<file path="src/rtl/write_slave_responder.sv">
// Write-channel responder: accepts one valid/ready write, waits WAIT_CYCLES, decodes and commits,
// then pulses ready with a response code. Also provides a registered debug read port and status counters.
module write_slave_responder #(
    parameter int ADDR_WIDTH  = 8,
    parameter int DATA_WIDTH  = 32,
    parameter int MEM_DEPTH   = 64,
    parameter int WAIT_CYCLES = 2,
    parameter int RO_WORDS    = 4
) (
    input  logic                  clk,
    input  logic                  rst,
    input  logic                  valid,
    input  logic [ADDR_WIDTH-1:0] addr,
    input  logic [DATA_WIDTH-1:0] data,
    input  logic [3:0]            id,
    output logic                  ready,
    output logic [1:0]            resp,
    output logic [3:0]            last_id,
    output logic                  busy,
    input  logic [ADDR_WIDTH-1:0] dbg_addr,
    output logic [DATA_WIDTH-1:0] dbg_data,
    output logic [15:0]           wr_count,
    output logic [15:0]           err_count,
    output logic                  protocol_err
);

    localparam int IDX_W = (MEM_DEPTH > 1) ? $clog2(MEM_DEPTH) : 1;
    localparam int CNT_W = (WAIT_CYCLES > 0) ? $clog2(WAIT_CYCLES + 1) : 1;
    localparam logic [ADDR_WIDTH:0] DEPTH_LIM = (ADDR_WIDTH + 1)'(MEM_DEPTH);
    localparam logic [ADDR_WIDTH:0] RO_LIM    = (ADDR_WIDTH + 1)'(RO_WORDS);

    localparam logic [1:0] RESP_OKAY   = 2'b00;
    localparam logic [1:0] RESP_SLVERR = 2'b10;
    localparam logic [1:0] RESP_DECERR = 2'b11;

    typedef enum logic [1:0] {S_IDLE, S_WAIT, S_RESP} state_t;

    state_t                  state_q, state_d;
    logic [CNT_W-1:0]        cnt_q, cnt_d;
    logic [ADDR_WIDTH-1:0]   addr_q;
    logic [DATA_WIDTH-1:0]   data_q;
    logic [3:0]              id_q;
    logic [1:0]              resp_q;
    logic [3:0]              last_id_q;
    logic [15:0]             wr_count_q;
    logic [15:0]             err_count_q;
    logic                    perr_q;
    logic [DATA_WIDTH-1:0]   dbg_data_q;
    logic [DATA_WIDTH-1:0]   mem [MEM_DEPTH];

    logic [ADDR_WIDTH-1:0]   src_addr;
    logic [DATA_WIDTH-1:0]   src_data;
    logic [3:0]              src_id;
    logic [1:0]              dec_resp;
    logic                    enter_resp;
    logic                    mem_we;
    logic                    abort;

    // With zero wait states the commit happens on the accepting edge, so the live inputs are used.
    assign src_addr = (state_q == S_IDLE) ? addr : addr_q;
    assign src_data = (state_q == S_IDLE) ? data : data_q;
    assign src_id   = (state_q == S_IDLE) ? id   : id_q;

    always_comb begin
        dec_resp = RESP_OKAY;
        if ({1'b0, src_addr} >= DEPTH_LIM)
            dec_resp = RESP_DECERR;
        else if ({1'b0, src_addr} < RO_LIM)
            dec_resp = RESP_SLVERR;
    end

    assign enter_resp = (state_d == S_RESP);
    assign mem_we     = enter_resp && (dec_resp == RESP_OKAY) && !rst;
    assign abort      = (state_q == S_WAIT) && !valid;

    // NOTE: every signal gets a default before the case so no path leaves it unassigned (no latches).
    always_comb begin
        state_d = state_q;
        cnt_d   = cnt_q;
        unique case (state_q)
            S_IDLE: begin
                if (valid) begin
                    if (WAIT_CYCLES == 0) begin
                        state_d = S_RESP;
                    end else begin
                        state_d = S_WAIT;
                        cnt_d   = CNT_W'(WAIT_CYCLES);
                    end
                end
            end
            S_WAIT: begin
                if (!valid)
                    state_d = S_IDLE;
                else if (cnt_q == '0)
                    state_d = S_RESP;
                else
                    cnt_d = cnt_q - CNT_W'(1);
            end
            S_RESP:  state_d = S_IDLE;
            default: state_d = S_IDLE;
        endcase
    end

    // NOTE: sequential state uses non-blocking assignments so all registers update from pre-edge values.
    always_ff @(posedge clk or posedge rst) begin
        if (rst) begin
            state_q     <= S_IDLE;
            cnt_q       <= '0;
            addr_q      <= '0;
            data_q      <= '0;
            id_q        <= '0;
            resp_q      <= RESP_OKAY;
            last_id_q   <= '0;
            wr_count_q  <= '0;
            err_count_q <= '0;
            perr_q      <= 1'b0;
            dbg_data_q  <= '0;
        end else begin
            state_q <= state_d;
            cnt_q   <= cnt_d;
            if (state_q == S_IDLE && valid) begin
                addr_q <= addr;
                data_q <= data;
                id_q   <= id;
            end
            if (abort)
                perr_q <= 1'b1;
            if (enter_resp) begin
                resp_q    <= dec_resp;
                last_id_q <= src_id;
                if (dec_resp == RESP_OKAY) begin
                    if (wr_count_q != 16'hFFFF)
                        wr_count_q <= wr_count_q + 16'd1;
                end else if (err_count_q != 16'hFFFF) begin
                    err_count_q <= err_count_q + 16'd1;
                end
            end
            // Reads the pre-edge array, so a same-edge write to this word shows up one cycle later.
            if ({1'b0, dbg_addr} < DEPTH_LIM)
                dbg_data_q <= mem[dbg_addr[IDX_W-1:0]];
            else
                dbg_data_q <= '0;
        end
    end

    // NOTE: the memory array has no reset; only the write enable is gated while rst is high.
    always_ff @(posedge clk) begin
        if (mem_we)
            mem[src_addr[IDX_W-1:0]] <= src_data;
    end

    always_comb begin
        ready = (state_q == S_RESP);
        busy  = (state_q != S_IDLE);
        resp  = ready ? resp_q : RESP_OKAY;
    end

    assign last_id      = last_id_q;
    assign dbg_data     = dbg_data_q;
    assign wr_count     = wr_count_q;
    assign err_count    = err_count_q;
    assign protocol_err = perr_q;

endmodule

</file>
<file path="config.mk">
export PLATFORM = sky130hd
export DESIGN_NAME = write_slave_responder
export DESIGN_NICKNAME = d
export VERILOG_FILES = /design/src/rtl/write_slave_responder.sv
export SDC_FILE = /design/constraint.sdc
export NUM_CORES = 2
export LEC_CHECK = 0
export CORE_MARGIN = 2
export CORE_UTILIZATION = 35
export CTS_BUF_LIST = sky130_fd_sc_hd__clkbuf_4 sky130_fd_sc_hd__clkbuf_8 sky130_fd_sc_hd__clkbuf_16
export CTS_CLUSTER_DIAMETER = 120
export DETAILED_ROUTE_END_ITERATION = 8
export HOLD_SLACK_MARGIN = 0.06
export SLEW_MARGIN = 10
export SYNTH_ARGS = -nofsm -noshare
export SYNTH_HDL_FRONTEND = slang
export SYNTH_SLANG_ARGS = --single-unit
</file>
<file path="constraint.sdc">
create_clock -name clk -period 9.1 [get_ports clk]
set_clock_uncertainty 0.15 [all_clocks]
set_input_delay 2.73 -clock clk [delete_from_list [all_inputs] [get_ports clk]]
set_output_delay 2.73 -clock clk [all_outputs]
set_load 0.03 [all_outputs]
</file>
==> results.toml <==
[run_status]
status = "completed"

[floorplanning]
die_area_um2 = 242000
start_util = 0.351
coreArea_um2 = 237000
placementRows = 179
num_io_pins = 128
die_w_um = 492
dieHeight_um = 492

[sta]
slew_headroom = 0.168
grt_setup_unrepaired = "false"
fin_tns_setup_ps = 0
worst_pin_slew_ps = 1240
period_share = 0.695
finalSetupViolCount = 0
slew_viol_final = 0
timing.final.hold_violations = 0
hold_slack_ps = 314
period_needed_ps = 6320
fmax_mhz = 158

[routing]
drt-total-wl_mm = 216
drc = 0
num_vias = 39600
drtIter0Drc = 5155
viasPerCell = 5.32
dr.pass1.iters = 5
wl_per_cell_um = 29.0
drtAntennaViolNets = 0

[critical_path]
cp-end-kind = "register"
cpMaxStageDelayCell = "nor2_4"
arrival_ps = 6710
reg2reg_slack_ps = 3740
critical_path.max_fanout = 30
required_ps = 9490
criticalPathCategory = "in2reg"
crit_top_cell = "nand2_1"
start_kind = "input pin"
slowest_delay_ps = 1150
path_cells = "clkdlybuf4s50_1 > nand2_1 > nand4bb_1 > nor3_1 > nand2_1 > nor2_4 > buf_4"

[logic_synthesis]
synth.area.top_cells = "edfxtp_1, mux4_2, dfrtp_1"
synth-seq-cells = 2167
synth_top_area_cell = "edfxtp_1"
synth_edf_count = 2048
synth_seq_area_share = 0.774
synth-async-reset-ratio = 0.0549
synth.distinct_cells = 57
synth_flop_cell = "edfxtp_1"
yosysWarnings = 0
netlist_instances = 3708
syn_area_um2 = 83300
synth_top_area_share = 0.738
syn_area_per_cell_um2 = 22.5

[global_routing]
grt_pass1_wl_mm = 305
grt_pass1_vias = 39900
grt_util_all_layers = 0.177
grt_max_degree = 128
antenna_found_initial = 13
overflow = 0

[placement]
port-buffer-count = 127
hpwl_mm = 126
gp_congestion = 0.810

[power_and_ir_drop]
p_clk_frac = 0.364
cellPowerDensity_nw_per_um2 = 241
seq_power_share = 0.524
switchingPower_mw = 5.82
p_comb_frac = 0.112
internal-power_mw = 17.4
power_mw = 23.2
p_sw_frac = 0.251
ir_drop_uv = 228
p_leak_nw = 30.6

[finish]
syn2layout_area_growth_pct = 15.5
multi_input_area_um2 = 18900
nets = 4157
layout.area.seq_um2 = 64500
drive_above_1_share = 0.279
fin_util = 0.406
fill_cells = 20700

[clocking]
cts.repair.resized = 0
h-tree-depth = 4
numCtsBuffers = 206
cts_setup_buffers = 0
hold_buffers = 0
clock_latency_ps = 860
cts_tree = "yes"
cts_root_buf = "clkbuf_16"
ctsLongestPathBuffers = 3
clk_pin_slew_worst_paths_ps = 60
cts.sinks = 2167

[hold_path]
hold_class = "reg2reg"

[job]
drv_cap = 0
[cells in the final DEF (no fill, tap or decap), types with 25 or more instances in the layout]
cell type / count
clkinv_2: 44
dfrtp_1: 119
o22ai_1: 26
nand3_1: 28
nor2b_1: 28
mux2_2: 78
a22oi_1: 28
mux4_2: 563
nor2_1: 33
xnor2_1: 25
edfxtp_1: 2048
a211oi_1: 30
nor2_4: 62
mux2i_1: 80
clkdlybuf4s50_1: 122
clkbuf_16: 209
a21oi_1: 35
clkbuf_4: 42
nand2_1: 152
buf_4: 104
clkinv_1: 55
conb_1: 128
[power groups by stage]
| stage | clock (mW) | combinational, mW | sequential [mW] |
|---|---|---|---|
| 3_3_place_gp | 0 | 2.55 | 12.4 |
| 5_1_grt | 8.94 | 2.74 | 12.2 |
| 6_report | 8.44 | 2.59 | 12.2 |
| 2_1_floorplan | 0 | 1.23 | 12.4 |
| 3_5_place_dp | 0 | 2.62 | 12.4 |
| 4_1_cts | 8.56 | 2.62 | 12.2 |
[critical path, delay by kind of cell]
| family | cells | cell delay, ps |
|---|---|---|
| AND/OR/NAND/NOR | 5 | 3140 |
| buffers and inverters | 2 | 800 |
[sequential cells by signal, indices dropped and copies added (netlist names), 2 cells and up]
register   flops
cnt_q          2
dbg_data      32
err_count     16
id_q           4
addr_q         8
wr_count      16
mem         2048
data_q        32
last_id        4
state_q        2
resp_q         2
[cells in the mapped netlist, drive strengths merged, types with 13 or more instances]
cell type  instances
edfxtp          2048
mux4             563
nand2            184
buf              136
dfrtp            119
nor2              95
mux2i             80
mux2              78
clkbuf            49
a21oi             35
a211oi            30
a22oi             28
nand3             28
nor2b             28
o22ai             26
xnor2             25
o21ai             20
a31oi             17
o211ai            13
[through the flow]
step | setup slack [ps] | instance area [µm²] | cells
after global routing | 2670 | 96200 | 7440
final | 2780 | 96200 | 7442
after CTS | 2870 | 96200 | 7438
after floorplan | 3060 | 83800 | 3835
after detailed placement | 1990 | 89600 | 7057
after global placement | 1950 | 89600 | 7057
[cell families (layout without fill, tap and decap cells)]
group | Yosys count | count (layout) | share of synthesized area
buffers and inverters | 196 | 633 | 0.0122
other | 1 | 131 | 0.0000450
AND/OR/NAND/NOR | 394 | 394 | 0.0212
AO/OA/AOI/OAI | 196 | 196 | 0.0162
multiplexers | 721 | 721 | 0.172
adder cells (fa/ha/maj) | 3 | 3 | 0.000451
flip-flops | 2167 | 2167 | 0.774
XOR/XNOR | 30 | 30 | 0.00316
[final timing paths]
kind / startpoint / to / cells past startpoint
hold / removal: protocol_err / protocol_err / 1
setup reg to reg: state_q[0] / mem[49][17] / 8
min in group asynchronous: rst / data_q[20] / 2
hold reg to reg: protocol_err / protocol_err / 1
setup / recovery: valid / mem[60][11] / 7
max in group asynchronous: rst / wr_count[2] / 3
[routing by layer]
| metal | GRT usage | part of all wire | vias to the layer above |
|---|---|---|---|
| li1 | - | - | 16200 |
| met1 | 0.248 | 0.41 | 21300 |
| met2 | 0.280 | 0.48 | 1746 |
| met3 | 0.0410 | 0.090 | 235 |
| met4 | 0.0397 | 0.019 | 0 |
| met5 | 0 | 0 | - |
[final cells by class]
cell class,instances,share of cell area
inverter,11,0.000507
timing repair buffer,241,0.0236
antenna,3,0.0000780
clock inverter,127,0.0105
multi-input combinational,1472,0.196
clock buffer,254,0.0581
tap,3167,0.0412
sequential,2167,0.670
Power figures use the tool's default switching activity.
